==> src/rtl/ysyx_24100005_mem_arb.sv <==
// Two-requester (fetch, load/store) arbiter and single-transaction sequencer for the shared memory port.
// Define YSYX_24100005_ARB_RR_EN for round-robin ties; otherwise load/store wins every tie.
module ysyx_24100005_mem_arb (
    input  logic        clk,
    input  logic        rst,
    input  logic        ifu_valid,
    input  logic [31:0] ifu_addr,
    output logic        ifu_ready,
    output logic        ifu_rvalid,
    input  logic        lsu_valid,
    input  logic        lsu_we,
    input  logic [31:0] lsu_addr,
    input  logic [31:0] lsu_wdata,
    input  logic [7:0]  lsu_wmask,
    output logic        lsu_ready,
    output logic        lsu_rvalid,
    output logic [31:0] rdata,
    output logic        mem_valid,
    output logic        mem_we,
    output logic [31:0] mem_addr,
    output logic [31:0] mem_wdata,
    output logic [7:0]  mem_wmask,
    input  logic        mem_ready,
    input  logic        mem_rvalid,
    input  logic [31:0] mem_rdata,
    output logic        busy
);

    typedef enum logic [1:0] {
        S_IDLE  = 2'd0,
        S_ISSUE = 2'd1,
        S_WAIT  = 2'd2
    } state_e;

    localparam logic OWN_IFU = 1'b0;
    localparam logic OWN_LSU = 1'b1;

    state_e      state_q, state_d;
    logic        owner_q, owner_d;
    logic        we_q, we_d;
    logic [31:0] addr_q, addr_d;
    logic [31:0] wdata_q, wdata_d;
    logic [7:0]  wmask_q, wmask_d;
    logic        grant_ifu_s, grant_lsu_s;
    logic        resp_s;

`ifdef YSYX_24100005_ARB_RR_EN
    logic        last_q, last_d;
`endif

    // State, owner and latched request registers.
    always_ff @(posedge clk or negedge rst) begin
        if (!rst) begin
            state_q <= S_IDLE;
            owner_q <= OWN_IFU;
            we_q    <= 1'b0;
            addr_q  <= 32'h0000_0000;
            wdata_q <= 32'h0000_0000;
            wmask_q <= 8'h00;
        end else begin
            state_q <= state_d;
            owner_q <= owner_d;
            we_q    <= we_d;
            addr_q  <= addr_d;
            wdata_q <= wdata_d;
            wmask_q <= wmask_d;
        end
    end

`ifdef YSYX_24100005_ARB_RR_EN
    // Remembers which requester won the most recent grant.
    always_ff @(posedge clk or negedge rst) begin
        if (!rst) begin
            last_q <= OWN_IFU;
        end else begin
            last_q <= last_d;
        end
    end
`endif

    // Grant selection, next-state and combinational handshake outputs.
    always_comb begin
        state_d     = state_q;
        owner_d     = owner_q;
        we_d        = we_q;
        addr_d      = addr_q;
        wdata_d     = wdata_q;
        wmask_d     = wmask_q;
        grant_ifu_s = 1'b0;
        grant_lsu_s = 1'b0;

        // Readies are gated by rst so every output reads 0 while reset is held.
        if (rst && (state_q == S_IDLE)) begin
            if (ifu_valid && lsu_valid) begin
`ifdef YSYX_24100005_ARB_RR_EN
                if (last_q == OWN_LSU) begin
                    grant_ifu_s = 1'b1;
                end else begin
                    grant_lsu_s = 1'b1;
                end
`else
                grant_lsu_s = 1'b1;
`endif
            end else if (lsu_valid) begin
                grant_lsu_s = 1'b1;
            end else if (ifu_valid) begin
                grant_ifu_s = 1'b1;
            end else begin
                grant_ifu_s = 1'b0;
            end
        end else begin
            grant_ifu_s = 1'b0;
        end

        case (state_q)
            S_IDLE: begin
                if (grant_lsu_s) begin
                    owner_d = OWN_LSU;
                    we_d    = lsu_we;
                    addr_d  = lsu_addr;
                    wdata_d = lsu_wdata;
                    wmask_d = lsu_wmask;
                    state_d = S_ISSUE;
                end else if (grant_ifu_s) begin
                    owner_d = OWN_IFU;
                    we_d    = 1'b0;
                    addr_d  = ifu_addr;
                    wdata_d = 32'h0000_0000;
                    wmask_d = 8'h00;
                    state_d = S_ISSUE;
                end else begin
                    state_d = S_IDLE;
                end
            end
            S_ISSUE: begin
                if (mem_ready) begin
                    state_d = S_WAIT;
                end else begin
                    state_d = S_ISSUE;
                end
            end
            S_WAIT: begin
                if (mem_rvalid) begin
                    state_d = S_IDLE;
                end else begin
                    state_d = S_WAIT;
                end
            end
            default: begin
                state_d = S_IDLE;
            end
        endcase

`ifdef YSYX_24100005_ARB_RR_EN
        if (grant_lsu_s) begin
            last_d = OWN_LSU;
        end else if (grant_ifu_s) begin
            last_d = OWN_IFU;
        end else begin
            last_d = last_q;
        end
`endif

        resp_s     = (state_q == S_WAIT) && mem_rvalid;
        ifu_ready  = grant_ifu_s;
        lsu_ready  = grant_lsu_s;
        ifu_rvalid = resp_s && (owner_q == OWN_IFU);
        lsu_rvalid = resp_s && (owner_q == OWN_LSU);
        rdata      = resp_s ? mem_rdata : 32'h0000_0000;
        mem_valid  = (state_q == S_ISSUE);
        busy       = (state_q != S_IDLE);
    end

    assign mem_we    = we_q;
    assign mem_addr  = addr_q;
    assign mem_wdata = wdata_q;
    assign mem_wmask = wmask_q;

endmodule

==> config.mk <==
export PLATFORM = sky130hd
export DESIGN_NAME = ysyx_24100005_mem_arb
export DESIGN_NICKNAME = d
export VERILOG_FILES = /design/src/rtl/ysyx_24100005_mem_arb.sv
export SDC_FILE = /design/constraint.sdc
export NUM_CORES = 1
export LEC_CHECK = 0
export BUFFER_PORTS_ARGS = -buffer_cell sky130_fd_sc_hd__buf_2
export CORE_MARGIN = 5
export CORE_UTILIZATION = 41
export CTS_BUF_LIST = sky130_fd_sc_hd__clkbuf_8
export DETAILED_ROUTE_END_ITERATION = 16
export GPL_TIMING_DRIVEN = 0
export MAX_ROUTING_LAYER = met4
export PLACE_DENSITY = 0.83
export SLEW_MARGIN = 5
export SYNTH_ARGS = -nofsm -noshare
export SYNTH_HDL_FRONTEND = slang
export SYNTH_SLANG_ARGS = --single-unit
==> constraint.sdc <==
create_clock -name clk -period 1.6 [get_ports clk]
set_input_delay 0.16 -clock clk [delete_from_list [all_inputs] [get_ports clk]]
set_output_delay 0.16 -clock clk [all_outputs]
set_load 0.005 [all_outputs]
==> metrics.yaml <==
clocking:
  cts_tree: "built"
  htreeDepth: 3
  cts_buffers: 9
  clock-root-buffer: "clkbuf_8"
  path_clk_slew_ns: 0.07
  insertion_delay_ns: 0.34
  clock-sinks: 76
  clock_path_buffers: 2
die:
  die_h_um: 99.20
  initial_core_util_pct: 42.21
  die_area_um2: 9840
  core_um2: 7727
  ios: 254
  num_rows: 32
  dieWidth_um: 99.20
sta:
  hold_viol: 0
  fin_crit_sh_pct: 100.3
  skew_ns: 0.01758
  fmax_mhz: 623.0
  slew_headroom_pct: 70.53
  setup_viol: 1
  hold_slack_ns: 0.02363
  rsz0062_at_grt: "true"
  min_period_ns: 1.605
  layout_setup_ws_ns: -0.005019
  tns_ns: -0.005019
  tightest_slew_ns: 0.4421
  maxSlewViolCount: 0
logic_synthesis:
  synth-simple-area-share_pct: 15.04
  async_flop_share_pct: 100.0
  synth_top_family_by_area: "compound AO/OA/AOI/OAI gates"
  syn_inst: 257
  syn_area_um2: 3262
  synth_mux_area_share_pct: 0
  ys_warn_count: 0
  yosys.cell_types.count: 21
  synth-edff-count: 0
  avgSynthCellArea_um2: 12.69
  ys_seq_area_share_pct: 58.30
  synth_nets: 400
  synthMostInstantiatedCell: "dfrtp_1"
  yosys.area.top_type: "dfrtp_1"
  yosys.area_share.adder_pct: 0
  synthFlopType: "dfrtp_1"
  synth_compound_area_share_pct: 23.05
  synth_xor_area_share_pct: 0
  ys_top_cells_by_area: "dfrtp_1 (58%), a22o_1 (11%), o221a_2 (11%), and2_1 (6.3%), or3_1 (6.1%)"
  yosysTopAreaCellShare_pct: 58.30
  ys_ff_latch: 76
  synth_commonest_cells: "dfrtp_1 (76), a22o_1 (41), and2_1 (33)"
critical_path:
  crit_type: "reg2reg"
  critPathArrivalTime_ns: 1.82
  cp_max_fo: 9
  cp.required_ns: 1.82
  crit_path_end_kind: "flip-flop"
  start_kind: "flip-flop"
power_and_ir_drop:
  vdd_drop_max_mv: 0.6577
  power_density_nw_per_um2: 1596
  power.total_uw: 8169
  leakage_uw: 0.002735
grt:
  grt_max_degree: 49
  overflow: 0
  antenna_found_initial: 0
  first_global_vias: 3527
  grt.total_usage_pct: 24.00
  grt_pass1_wl_um: 18030
worst_hold_path:
  hold_class: "in2reg"
route:
  ant_nets: 0
  drc: 0
  vias: 3266
  vias_per_cell: 5.127
  avgRoutedWirePerCell_um: 18.22
  first_iter_violations: 123
  drt_wl_total_um: 11610
  first_pass_iters: 4
placement:
  port_buffers: 252
  dp_hpwl_um: 8894
  post-place-cells: 612
  place_congestion: 0.8317
final_layout:
  drive_gt1_share_pct: 63.74
  fin_cells: 637
  fill_cells: 630
  nets: 674
  register_area_um2: 1904
  num_antenna_cells: 0
  area_growth_pct: 56.89
  multi_input_area_um2: 1294
run:
  cap_violations: 0
status:
  status: "finished, violations left"
  violations: "negative setup slack"
-- final timing paths --
path	start	endpoint	slack, ns	cells past startpoint
worst max-delay path	state_q[1]$_DFF_PN0_	mem_addr[2]$_DFFE_PN0P_	-0.005	5
worst min-delay path	mem_ready	state_q[0]$_DFF_PN0_	0.02	2
worst max register to register	state_q[1]$_DFF_PN0_	mem_addr[2]$_DFFE_PN0P_	-0.005	5
worst min register to register	mem_wdata[16]$_DFFE_PN0P_	mem_wdata[16]$_DFFE_PN0P_	0.50	1
max in group asynchronous	rst	mem_wmask[5]$_DFFE_PN0P_	0.76	3
min in group asynchronous	rst	mem_addr[11]$_DFFE_PN0P_	0.57	3
-- kinds of logic (layout without fill, tap and decap cells) --
kind of cell,after synthesis,count (layout)
DFF,76,76
buffers and inverters,27,305
AOI/OAI and AO/OA,77,77
and+or+nand+nor,77,77
-- critical path, cell delays in order (launching register included) --
cell       delay (ns)
dfrtp_2          0.46
nand4bb_4        0.29
buf_8            0.17
buf_12           0.12
or3_1            0.32
o221a_2          0.13
-- state kept, by name, summed over array words and instances, names as in the netlist --
name and cells:
mem_addr 32, mem_wdata 32, mem_we 1, mem_wmask 8
owner_q 1, state_q 2
-- per-layer routing --
metal	GRT usage (%)	part of all wire, %
met1	27.17	37
met2	41.37	53
met3	4.628	7.0
met4	10.29	3.1
met5	-	0
-- what timing repair did --
item                       4_1_cts  5_1_grt
resized for setup               19       30
buffers inserted                 7        1
hold endpoints to repair        28        0
hold buffers                     2        0
pin swaps                        3        2
setup endpoints to repair       35       79
-- report_power, final --
part	total, uW	switching (uW)	internal [uW]
clock	1570	696	873
combinational	3210	1380	1830
sequential	3390	560	2830
-- final cells by class --
type / count / share of cell area (%)
well taps: 102 / 2.494
repair buffers: 263 / 27.43
clock buffers: 9 / 2.421
clock inverters: 6 / 1.711
inverters: 3 / 0.2689
plain buffers: 24 / 3.178
flip-flops and latches: 76 / 37.21
multi-input cells: 154 / 25.28
-- through the flow --
step	worst slack [ns]	area, um^2	util, %
final	-0.005019	5117	66.22
after global routing	-0.06286	5117	66.22
after CTS	-0.06392	5049	65.33
after detailed placement	-0.08931	4681	60.57
after global placement	-1.146	4651	60.18
after floorplan	0.2550	3262	-
-- placed cells by master, fill, tap and decap left out, types with 2 or more instances in the layout --
cell type,count
dfrtp_2,2
nand2_1,3
buf_12,2
o221a_2,30
or3_1,31
buf_8,2
buf_6,5
buf_4,7
a22o_1,41
o21ai_0,2
dfrtp_1,74
clkbuf_1,3
nor2_4,3
clkbuf_8,9
buf_2,260
clkinv_2,2
and2_1,32
clkbuf_4,3
clkbuf_2,3
bufinv_16,2
nand2b_1,2
inv_1,2
(Power assumes the default switching activity.)
